### config.mk
export PLATFORM = sky130hd
export DESIGN_NAME = ddr_sdram_local_test_master_flat
export DESIGN_NICKNAME = d
export VERILOG_FILES = /design/src/rtl/ddr_sdram_local_test_master_if.sv /design/src/rtl/ddr_sdram_local_test_master.sv /design/src/flat_wrapper.sv
export SDC_FILE = /design/constraint.sdc
export NUM_CORES = 1
export LEC_CHECK = 0
export CORE_ASPECT_RATIO = 0.8
export CORE_MARGIN = 4
export CORE_UTILIZATION = 44
export DETAILED_ROUTE_END_ITERATION = 8
export MAX_ROUTING_LAYER = met4
export PLACE_DENSITY_LB_ADDON = 0.1
export SLEW_MARGIN = 20
export SYNTH_ARGS = -nofsm -noshare
export SYNTH_HDL_FRONTEND = slang
export SYNTH_SLANG_ARGS = --single-unit
### constraint.sdc
create_clock -name clk -period 8.46 [get_ports clk]
set_input_delay 2.538 -clock clk [delete_from_list [all_inputs] [get_ports clk]]
set_output_delay 2.538 -clock clk [all_outputs]
set_load 0.01 [all_outputs]
### src/rtl/ddr_sdram_local_test_master_if.sv
// Local-side request/response bundle between the self-test master and the DDR SDRAM controller.
interface ddr_sdram_local_test_master_if #(
  parameter int unsigned DATA_BITS = 32,
  parameter int unsigned ROW_BITS  = 13,
  parameter int unsigned BANK_BITS = 2,
  parameter int unsigned COL_BITS  = 9
);
  logic                   local_init_done;
  logic                   local_ready;
  logic                   local_rdata_valid;
  logic [DATA_BITS-1:0]   local_rdata;
  logic                   local_write_req;
  logic                   local_read_req;
  logic                   local_burstbegin;
  logic [1:0]             local_size;
  logic                   local_cs_addr;
  logic [ROW_BITS-1:0]    local_row_addr;
  logic [BANK_BITS-1:0]   local_bank_addr;
  logic [COL_BITS-2:0]    local_col_addr;
  logic [DATA_BITS-1:0]   local_wdata;
  logic [DATA_BITS/8-1:0] local_be;
  logic                   local_autopch_req;

  modport master (
    input  local_init_done, local_ready, local_rdata_valid, local_rdata,
    output local_write_req, local_read_req, local_burstbegin, local_size, local_cs_addr,
           local_row_addr, local_bank_addr, local_col_addr, local_wdata, local_be,
           local_autopch_req
  );

  modport slave (
    output local_init_done, local_ready, local_rdata_valid, local_rdata,
    input  local_write_req, local_read_req, local_burstbegin, local_size, local_cs_addr,
           local_row_addr, local_bank_addr, local_col_addr, local_wdata, local_be,
           local_autopch_req
  );
endinterface

### src/rtl/ddr_sdram_local_test_master.sv
// Memory self-test master: writes an address-derived pattern over NUM_WORDS local words,
// reads them back with bounded outstanding reads and reports pass/fail and the first bad address.
module ddr_sdram_local_test_master #(
  parameter  int unsigned DATA_BITS = 32,
  parameter  int unsigned ROW_BITS  = 13,
  parameter  int unsigned BANK_BITS = 2,
  parameter  int unsigned COL_BITS  = 9,
  parameter  int unsigned NUM_WORDS = 1024,
  parameter  int unsigned BURST     = 2,
  parameter  int unsigned MAX_OUTST = 8,
  localparam int unsigned ADDR_BITS = ROW_BITS + BANK_BITS + COL_BITS - 1
) (
  input  logic                 clk,
  input  logic                 reset,
  input  logic                 start,
  ddr_sdram_local_test_master_if.master lif,
  output logic                 busy,
  output logic                 done,
  output logic                 pass,
  output logic [15:0]          err_count,
  output logic [ADDR_BITS-1:0] first_err_addr
);

  localparam int unsigned CNT_BITS = ADDR_BITS + 1;
  localparam int unsigned OUT_BITS = $clog2(MAX_OUTST + BURST + 1);
  localparam int unsigned CHUNKS   = DATA_BITS / 32;
  localparam int unsigned BE_BITS  = DATA_BITS / 8;

  typedef enum logic [2:0] {S_IDLE, S_WRITE, S_READ, S_DRAIN, S_DONE} state_t;

  state_t                state_q, state_d;
  logic [CNT_BITS-1:0]   waddr_q, waddr_d;
  logic [CNT_BITS-1:0]   raddr_q, raddr_d;
  logic [CNT_BITS-1:0]   caddr_q, caddr_d;
  logic [OUT_BITS-1:0]   outst_q, outst_d;
  logic [15:0]           err_q, err_d;
  logic [ADDR_BITS-1:0]  first_q, first_d;
  logic                  abort_q, abort_d;
  logic                  done_q, done_d;
  logic                  pass_q, pass_d;
  logic                  busy_q, busy_d;
  logic                  wr_req_q, wr_req_d;
  logic                  rd_req_q, rd_req_d;
  logic                  bb_q, bb_d;
  logic [ADDR_BITS-1:0]  addr_q, addr_d;
  logic [DATA_BITS-1:0]  wdata_q, wdata_d;
  logic [BE_BITS-1:0]    be_q, be_d;

  logic wr_acc, rd_acc, ret, mismatch, store_first;

  // pat(a) = {a[15:0], ~a[15:0]} repeated across the data word
  function automatic logic [DATA_BITS-1:0] pat(input logic [CNT_BITS-1:0] a);
    logic [15:0]          a16;
    logic [DATA_BITS-1:0] r;
    a16 = 16'(a);
    r   = '0;
    for (int i = 0; i < CHUNKS; i++) r[i*32 +: 32] = {a16, ~a16};
    return r;
  endfunction

  always_comb begin
    state_d     = state_q;
    waddr_d     = waddr_q;
    raddr_d     = raddr_q;
    caddr_d     = caddr_q;
    outst_d     = outst_q;
    err_d       = err_q;
    first_d     = first_q;
    abort_d     = abort_q;
    done_d      = done_q;
    pass_d      = pass_q;
    mismatch    = 1'b0;
    store_first = 1'b0;
    ret         = 1'b0;
    wr_acc      = wr_req_q && lif.local_ready;
    rd_acc      = rd_req_q && lif.local_ready;

    unique case (state_q)
      S_IDLE: begin
        if (start && lif.local_init_done) begin
          state_d = S_WRITE;
          waddr_d = '0;
          raddr_d = '0;
          caddr_d = '0;
          outst_d = '0;
          err_d   = '0;
          first_d = '0;
          abort_d = 1'b0;
          done_d  = 1'b0;
          pass_d  = 1'b0;
        end
      end
      S_WRITE: begin
        if (wr_acc) begin
          waddr_d = waddr_q + CNT_BITS'(1);
          if (waddr_d == CNT_BITS'(NUM_WORDS)) state_d = S_READ;
        end
      end
      S_READ: begin
        if (rd_acc) begin
          raddr_d = raddr_q + CNT_BITS'(BURST);
          outst_d = outst_q + OUT_BITS'(BURST);
          if (raddr_d == CNT_BITS'(NUM_WORDS)) state_d = S_DRAIN;
        end
      end
      S_DRAIN: begin
        if (outst_q == '0) state_d = S_DONE;
      end
      S_DONE: begin
        done_d  = 1'b1;
        pass_d  = (err_q == '0) && !abort_q;
        state_d = S_IDLE;
      end
      default: state_d = S_IDLE;
    endcase

    // Read-data check; a return with nothing outstanding is an error that is not attributed to an address
    if ((state_q == S_READ || state_q == S_DRAIN) && lif.local_rdata_valid) begin
      if (outst_q == '0) begin
        mismatch = 1'b1;
        abort_d  = 1'b1;
      end else begin
        ret         = 1'b1;
        mismatch    = (lif.local_rdata != pat(caddr_q));
        store_first = mismatch;
        caddr_d     = caddr_q + CNT_BITS'(1);
      end
    end
    if (ret) outst_d = outst_d - OUT_BITS'(1);
    if (mismatch && err_q != 16'hFFFF) err_d = err_q + 16'd1;
    if (store_first && err_q == '0) first_d = caddr_q[ADDR_BITS-1:0];

    // Losing calibration aborts the test immediately
    if ((state_q == S_WRITE || state_q == S_READ || state_q == S_DRAIN) && !lif.local_init_done) begin
      state_d = S_DONE;
      abort_d = 1'b1;
    end

    busy_d   = (state_d == S_WRITE) || (state_d == S_READ) || (state_d == S_DRAIN);
    wr_req_d = (state_d == S_WRITE);
    rd_req_d = (state_d == S_READ) && (32'(outst_d) + BURST <= MAX_OUTST);
    bb_d     = wr_req_d ? ((BURST == 1) || !waddr_d[0]) : rd_req_d;
    addr_d   = '0;
    wdata_d  = '0;
    if (wr_req_d) begin
      addr_d  = waddr_d[ADDR_BITS-1:0] & ~ADDR_BITS'(BURST - 1);
      wdata_d = pat(waddr_d);
    end else if (rd_req_d) begin
      addr_d  = raddr_d[ADDR_BITS-1:0];
    end
    be_d = '1;
  end

  always_ff @(posedge clk or posedge reset) begin
    if (reset) begin
      state_q  <= S_IDLE;
      waddr_q  <= '0;
      raddr_q  <= '0;
      caddr_q  <= '0;
      outst_q  <= '0;
      err_q    <= '0;
      first_q  <= '0;
      abort_q  <= 1'b0;
      done_q   <= 1'b0;
      pass_q   <= 1'b0;
      busy_q   <= 1'b0;
      wr_req_q <= 1'b0;
      rd_req_q <= 1'b0;
      bb_q     <= 1'b0;
      addr_q   <= '0;
      wdata_q  <= '0;
      be_q     <= '0;
    end else begin
      state_q  <= state_d;
      waddr_q  <= waddr_d;
      raddr_q  <= raddr_d;
      caddr_q  <= caddr_d;
      outst_q  <= outst_d;
      err_q    <= err_d;
      first_q  <= first_d;
      abort_q  <= abort_d;
      done_q   <= done_d;
      pass_q   <= pass_d;
      busy_q   <= busy_d;
      wr_req_q <= wr_req_d;
      rd_req_q <= rd_req_d;
      bb_q     <= bb_d;
      addr_q   <= addr_d;
      wdata_q  <= wdata_d;
      be_q     <= be_d;
    end
  end

  assign lif.local_write_req   = wr_req_q;
  assign lif.local_read_req    = rd_req_q;
  assign lif.local_burstbegin  = bb_q;
  assign lif.local_size        = 2'(BURST);
  assign lif.local_cs_addr     = 1'b0;
  assign lif.local_col_addr    = addr_q[COL_BITS-2:0];
  assign lif.local_bank_addr   = addr_q[COL_BITS-1 +: BANK_BITS];
  assign lif.local_row_addr    = addr_q[COL_BITS-1+BANK_BITS +: ROW_BITS];
  assign lif.local_wdata       = wdata_q;
  assign lif.local_be          = be_q;
  assign lif.local_autopch_req = 1'b0;

  assign busy           = busy_q;
  assign done           = done_q;
  assign pass           = pass_q;
  assign err_count      = err_q;
  assign first_err_addr = first_q;

endmodule

### src/flat_wrapper.sv
// flat-port wrapper written by rule: the top's interface ports become plain ports
module ddr_sdram_local_test_master_flat 
#(
  parameter  int unsigned DATA_BITS = 32,
  parameter  int unsigned ROW_BITS  = 13,
  parameter  int unsigned BANK_BITS = 2,
  parameter  int unsigned COL_BITS  = 9,
  parameter  int unsigned NUM_WORDS = 1024,
  parameter  int unsigned BURST     = 2,
  parameter  int unsigned MAX_OUTST = 8,
  localparam int unsigned ADDR_BITS = ROW_BITS + BANK_BITS + COL_BITS - 1
)
  (clk, reset, start, busy, done, pass, err_count, first_err_addr, lif_local_init_done, lif_local_ready, lif_local_rdata_valid, lif_local_rdata, lif_local_write_req, lif_local_read_req, lif_local_burstbegin, lif_local_size, lif_local_cs_addr, lif_local_row_addr, lif_local_bank_addr, lif_local_col_addr, lif_local_wdata, lif_local_be, lif_local_autopch_req);
  ddr_sdram_local_test_master_if #(.DATA_BITS(DATA_BITS), .ROW_BITS(ROW_BITS), .BANK_BITS(BANK_BITS), .COL_BITS(COL_BITS)) lif_i ();
  input  logic clk;
  input  logic reset;
  input  logic start;
  output logic busy;
  output logic done;
  output logic pass;
  output logic [15:0] err_count;
  output logic [ADDR_BITS-1:0] first_err_addr;
  input wire logic [$bits(lif_i.local_init_done)-1:0] lif_local_init_done;
  input wire logic [$bits(lif_i.local_ready)-1:0] lif_local_ready;
  input wire logic [$bits(lif_i.local_rdata_valid)-1:0] lif_local_rdata_valid;
  input wire logic [$bits(lif_i.local_rdata)-1:0] lif_local_rdata;
  output wire logic [$bits(lif_i.local_write_req)-1:0] lif_local_write_req;
  output wire logic [$bits(lif_i.local_read_req)-1:0] lif_local_read_req;
  output wire logic [$bits(lif_i.local_burstbegin)-1:0] lif_local_burstbegin;
  output wire logic [$bits(lif_i.local_size)-1:0] lif_local_size;
  output wire logic [$bits(lif_i.local_cs_addr)-1:0] lif_local_cs_addr;
  output wire logic [$bits(lif_i.local_row_addr)-1:0] lif_local_row_addr;
  output wire logic [$bits(lif_i.local_bank_addr)-1:0] lif_local_bank_addr;
  output wire logic [$bits(lif_i.local_col_addr)-1:0] lif_local_col_addr;
  output wire logic [$bits(lif_i.local_wdata)-1:0] lif_local_wdata;
  output wire logic [$bits(lif_i.local_be)-1:0] lif_local_be;
  output wire logic [$bits(lif_i.local_autopch_req)-1:0] lif_local_autopch_req;
  assign lif_i.local_init_done = lif_local_init_done;
  assign lif_i.local_ready = lif_local_ready;
  assign lif_i.local_rdata_valid = lif_local_rdata_valid;
  assign lif_i.local_rdata = lif_local_rdata;
  assign lif_local_write_req = lif_i.local_write_req;
  assign lif_local_read_req = lif_i.local_read_req;
  assign lif_local_burstbegin = lif_i.local_burstbegin;
  assign lif_local_size = lif_i.local_size;
  assign lif_local_cs_addr = lif_i.local_cs_addr;
  assign lif_local_row_addr = lif_i.local_row_addr;
  assign lif_local_bank_addr = lif_i.local_bank_addr;
  assign lif_local_col_addr = lif_i.local_col_addr;
  assign lif_local_wdata = lif_i.local_wdata;
  assign lif_local_be = lif_i.local_be;
  assign lif_local_autopch_req = lif_i.local_autopch_req;
  ddr_sdram_local_test_master #(.DATA_BITS(DATA_BITS), .ROW_BITS(ROW_BITS), .BANK_BITS(BANK_BITS), .COL_BITS(COL_BITS), .NUM_WORDS(NUM_WORDS), .BURST(BURST), .MAX_OUTST(MAX_OUTST)) u_core (.clk(clk), .reset(reset), .start(start), .lif(lif_i), .busy(busy), .done(done), .pass(pass), .err_count(err_count), .first_err_addr(first_err_addr));
endmodule
==> impl_metrics.toml, run 1 <==
[critical_path]
slowest_stage = "a2111o_1"
cp-end-kind = "flip-flop"
critPathMaxStageDelay_ns = 0.59
critPathMaxFanout = 22
path_common_cell = "ha_1"
cp-start-kind = "primary input"
crit_required_ns = 8.81
r2r_slack_ns = 3.67
reg2reg_depth = 13
path_delay_family = "compound AO/OA/AOI/OAI gates"
worstPathArrival_ns = 7.20
reg2reg_from = "u_core.state_q[1]$_DFF_PP0_"
critPathBufInv = 1
reg2reg_to = "u_core.addr_q[10]$_DFF_PP0_"
critPathKind = "primary input to flip-flop"
cp_cell_sequence = "clkdlybuf4s50_1, a21oi_1, a2111o_1, mux2i_1, ha_1, nand2_1, xor2_1, ha_1, or4_1, o41ai_1, o221ai_1, a2111oi_0, o21a_2, o2bb2ai_1"

[logic_synthesis]
synth_top_cell_by_area = "dfrtp_1"
mappedNetlistArea_mm2 = 0.009378
synth_edf_count = 0
synth.avg_cell_area_um2 = 9.176
yosys.area.top_type_share = 0.4803
synthCells = 1022
ys_warn_count = 0
async_flop_share = 1.000
ys_types = 82
ys_ff_latch = 180
ys_top_cells_by_area = "dfrtp_1 (48%), o21ai_0 (6.1%), nand3_1 (4.5%), nand2_1 (3.6%), nor2_1 (3.1%)"
ys_seq_area_frac = 0.4803
synthFlopType = "dfrtp_1"

[timing]
finalMaxSlewViolations = 0
skew_ns = 0.01173
tns_ns = 0
hold_viol = 0
min_period_ns = 6.853
fmax_mhz = 145.9
grt_setup_unrepaired = "false"
worst_pin_slew_ns = 0.9632
slew_headroom = 0.3561
final.period_utilization = 0.8100
setup_violations = 0
hold_ws_ns = 0.4536

[floorplanning]
rows = 47
coreArea_mm2 = 0.02082
start_util = 0.4505
die_area_mm2 = 0.02373
die_h_um = 138.6
die_w_um = 171.2
io_pins = 146

[detailed_routing]
vias = 8061
dr.first_iter.drc_count = 824
drc = 0
via_per_inst = 5.725
dr.pass1.iters = 6
ant_nets = 0
routed_wl_um = 25580
wire_per_inst_um = 18.17

[layout]
final_common_cell = "dfrtp_1"
mostFrequentLayoutCells = "dfrtp_1 (180), clkdlybuf4s50_1 (141), o21ai_0 (115)"
nets = 1171
drive_above_1_share = 0.05888
syn_to_final_growth_pct = 22.94

[clock_tree]
cts_tree = "done"
insertion_delay_ns = 0.43
htree_num_levels = 4
clock_path_buffers = 2
post_cts_resized = 0
ctsHoldBuffers = 0
cts_buffers = 17
cts_setup_buffers = 0
clk_pin_slew_worst_paths_ns = 0.07
cts_root_buf = "clkbuf_16"
numClockSinks = 180

[global_route]
grt_remaining_overflow = 0
grt_start_max_net_pins = 128
grt_pass1_vias = 7223
antenna_found_initial = 2
grt_use_total = 0.2212
grt_pass1_wl_um = 40970

[pwr]
leakage_nw = 4.830
p_int_mw = 1.593
p_clk_frac = 0.369
seqPwrFrac = 0.429
switchingPower_uw = 677.0
combPwrFrac = 0.202
swShare = 0.2983
p_per_area_mw_per_mm2 = 196.9
irDropWorstVdd_uv = 118.1

[outcome]
status = "complete, no violations"

[placement]
numPortBuffers = 141
dp_hpwl_um = 18120
gp_congestion = 0.8768

[job]
drv_cap = 0

[hold_path]
hold_path_depth = 1
hold_class = "flip-flop to flip-flop"
hold_end = "u_core.pass$_DFFE_PP0P_"
hold_start = "u_core.abort_q$_DFF_PP0_"
-- power groups by stage --
stage                     Combinational, mW  Clock (mW)  Sequential (mW)
final                                 0.459       0.838            0.973
after global routing                  0.502       0.889            0.981
after CTS                             0.463       0.851            0.974
after detailed placement              0.462           0            0.990
after global placement                0.456           0            0.989
after floorplan                       0.233           0             1.00
-- state kept, by name, indices dropped and copies added (netlist names) --
register                     count
u_core.lif.local_be              1
u_core.waddr_q                  24
u_core.caddr_q                  23
u_core.first_err_addr           23
u_core.lif.local_read_req        1
u_core.lif.local_write_req       1
u_core.outst_q                   4
u_core.done                      1
u_core.pass                      1
u_core.state_q                   3
u_core.addr_q                   23
u_core.abort_q                   1
u_core.lif.local_burstbegin      1
u_core.err_count                16
u_core.raddr_q                  24
u_core.lif.local_wdata          32
u_core.busy                      1
-- Yosys cell counts, types with 17 or more instances --
| cell | count |
|---|---|
| nor2_1 | 78 |
| nand2_1 | 91 |
| dfrtp_1 | 180 |
| nor3b_1 | 18 |
| o31ai_1 | 21 |
| nand4_1 | 20 |
| nand3_1 | 85 |
| nor3_1 | 17 |
| o21ai_0 | 115 |
| clkbuf_1 | 39 |
| inv_1 | 46 |
| and3_1 | 21 |
| a21oi_1 | 21 |
-- cell type report --
| cell class | count | area, um2 |
|---|---|---|
| antenna | 1 | 2.502 |
| timing repair buffer | 149 | 1471 |
| sequential | 180 | 4504 |
| tap | 269 | 336.6 |
| fill | 1883 | 9289 |
| inverter | 47 | 183.9 |
| multi-input combinational | 730 | 4414 |
| clock inverter | 14 | 176.4 |
| clock buffer | 18 | 439.2 |
-- how the worst max path moves through the flow --
stage / start / endpoint / slack, ns / cells past startpoint
after global placement: lif_local_init_done / u_core.addr_q[19]$_DFF_PP0_ / 1.46 / 14
after global routing: lif_local_init_done / u_core.addr_q[22]$_DFF_PP0_ / 1.27 / 14
after floorplan: reset / u_core.abort_q$_DFF_PP0_ / 1.04 / 1
final: lif_local_init_done / u_core.addr_q[10]$_DFF_PP0_ / 1.61 / 14
after CTS: lif_local_init_done / u_core.addr_q[10]$_DFF_PP0_ / 1.65 / 14
after detailed placement: lif_local_init_done / u_core.addr_q[10]$_DFF_PP0_ / 1.25 / 14
-- logic make-up after synthesis --
logic type | share of synthesized area
buffers and inverters | 0.05270
muxes | 0.01081
other | 0.0008008
AOI/OAI and AO/OA | 0.1840
and+or+nand+nor | 0.2402
adders and majority gates | 0.01067
xor gates and xnor gates | 0.02055
DFF | 0.4803
-- metrics by stage --
stage               cell area (um2)  power (mW)  instances  setup WS (ns)    util
detailed placement            10910       1.451       1375          1.248  0.5241
floorplan                      9389       1.232       1025          1.035       -
CTS                           11530       2.288       1407          1.651  0.5537
global placement              10910       1.444       1375          1.459  0.5241
finish                        11530       2.270       1408          1.607  0.5538
global route                  11530       2.371       1408          1.273  0.5538
-- worst register-to-register path, stage by stage (launching register included) --
cell	delay, ns
dfrtp_1	0.62
a21oi_1	0.17
a2111o_1	0.59
mux2i_1	0.48
ha_1	0.29
nand2_1	0.08
xor2_1	0.19
ha_1	0.36
or4_1	0.51
o41ai_1	0.11
o221ai_1	0.19
a2111oi_0	0.45
o21a_2	0.50
o2bb2ai_1	0.19
-- metal layers --
layer	up-vias	wire length (um)	track usage
met5	-	0	-
met3	18	1668	0.04417
met2	249	10910	0.2973
li1	3889	-	-
met4	0	157	0.03585
met1	3905	12850	0.3496
Note: power is estimated with default switching activity, not from simulation.
==> run 2, diff against run 1 <==
clock period = 6.7 ns   (was 8.46 ns; I/O delays follow)
==> impl_metrics.toml, run 2 (synthesis results as in run 1) <==
[placement]
gp_congestion = 0.9013
numPortBuffers = 141
dp_hpwl_um = 18640
post_dp_cell_area_mm2 = 0.01096
place_ws_ns = 0.2987

[timing]
hold_ws_ns = 0.4584
finalMaxSlewViolations = 0
finalWorstSetupSlack_ns = 0.6815
tns_ns = 0
slew_headroom = 0.3518
skew_ns = 0.01114
worst_pin_slew_ns = 0.9641
final.period_utilization = 0.8983
setup_violations = 0
grt_setup_unrepaired = "false"
hold_viol = 0
min_period_ns = 6.019
fmax_mhz = 166.2

[layout]
nets = 1177
utilization = 0.5554
n_antenna_cell = 0
mostFrequentLayoutCells = "dfrtp_1 (180), clkdlybuf4s50_1 (141), o21ai_0 (115)"
syn_to_final_growth_pct = 23.28
drive_above_1_share = 0.06212
design_area_mm2 = 0.01156
largest_reg_flops = 32
final_common_cell = "dfrtp_1"

[clock_tree]
clk_pin_slew_worst_paths_ns = 0.07
cts_tree = "done"
ctsHoldBuffers = 0
insertion_delay_ns = 0.43
cts_buffers = 17
numClockSinks = 180
clock_path_buffers = 2
htree_num_levels = 4
cts_setup_buffers = 0
cts_root_buf = "clkbuf_16"
post_cts_resized = 0

[critical_path]
crit_required_ns = 7.06
critPathBufInv = 1
critPathMaxFanout = 22
path_common_cell = "ha_1"
critPathKind = "primary input to flip-flop"
critPathMaxStageDelay_ns = 0.61
slowest_stage = "a2111o_1"
path_delay_family = "compound AO/OA/AOI/OAI gates"
cp-start-kind = "primary input"
worstPathArrival_ns = 6.38
cp_cell_sequence = "clkdlybuf4s50_1, nand2_2, a2111o_1, mux2i_1, ha_1, nand2_1, xor2_1, ha_1, or4_1, o41ai_1, o221ai_1, a2111oi_0, o21a_2, a32o_1"
cp-end-kind = "flip-flop"

[job]
drv_cap = 0

[pwr]
p_per_area_mw_per_mm2 = 242.6
irDropWorstVdd_uv = 187.1
leakage_nw = 4.838

[floorplanning]
start_util = 0.4505
die_w_um = 171.2
io_pins = 146
die_area_mm2 = 0.02373
die_h_um = 138.6
coreArea_mm2 = 0.02082
rows = 47

[detailed_routing]
wire_per_inst_um = 18.09
routed_wl_um = 25540
vias = 8084
drc = 0
via_per_inst = 5.725
ant_nets = 0
dr.first_iter.drc_count = 528
dr.pass1.iters = 7

[hold_path]
hold_class = "flip-flop to flip-flop"

[global_route]
grt_remaining_overflow = 0
antenna_found_initial = 0
grt_pass1_wl_um = 41650
grt_pass1_vias = 7592
grt_use_total = 0.2237
grt_start_max_net_pins = 66

[outcome]
status = "complete, no violations"
run 2: changes by cell type in the layout (fill, tap and decap cells not counted), sizes merged:
cell / delta
bufinv: -1
diode: -1
inv: -3
clkinv: -2
clkbuf: +2
buf: +6
clkinvlp: +3
run 2: cell type report:
type | instances | area, um2
clock inverters | 11 | 127.6
multi-input cells | 730 | 4414
inverters | 47 | 180.2
clock buffers | 20 | 456.7
repair buffers | 155 | 1541
fillers | 1892 | 9256
well taps | 269 | 336.6
flip-flops and latches | 180 | 4504
run 2: worst register-to-register path: cells and delay by family, from the launching register on:
kind                     cells  cell delay (ns)
AND/OR/NAND/NOR              2             0.58
adder cells (fa/ha/maj)      2             0.56
AO/OA/AOI/OAI                7             2.23
multiplexers                 1             0.27
XOR/XNOR                     1             0.18
flip-flops                   1             0.64
run 2: final timing paths:
check / startpoint / to / slack, ns / depth (start not counted)
max: lif_local_ready / u_core.addr_q[16]$_DFF_PP0_ / 0.68 / 14
min: u_core.abort_q$_DFF_PP0_ / u_core.pass$_DFFE_PP0P_ / 0.46 / 1
max reg2reg: u_core.state_q[1]$_DFF_PP0_ / u_core.addr_q[16]$_DFF_PP0_ / 2.18 / 13
min reg2reg: u_core.abort_q$_DFF_PP0_ / u_core.pass$_DFFE_PP0P_ / 0.46 / 1
max in group asynchronous: reset / u_core.addr_q[11]$_DFF_PP0_ / 3.76 / 4
min in group asynchronous: reset / u_core.err_count[3]$_DFFE_PP0P_ / 1.92 / 2
run 2: through the flow:
stage	std cells	total power [mW]
final	1412	2.805
after global routing	1412	2.941
after CTS	1411	2.841
after detailed placement	1380	1.834
after global placement	1380	1.825
after floorplan	1025	1.556
run 2: layer usage:
layer,vias up,global-route usage,routed length (um)
met5,-,-,0
met1,3944,0.3410,12850
met2,224,0.3072,10960
met4,0,0.04377,256
li1,3901,-,-
met3,15,0.05073,1482
run 2: report_power, final:
part           leakage [nW]  internal [mW]  switching [mW]  total, mW
Combinational          2.09          0.238           0.337      0.576
Sequential             2.47           1.17          0.0584       1.23
Clock                 0.279          0.570           0.429      0.999
Total                  4.84           1.98           0.825       2.81
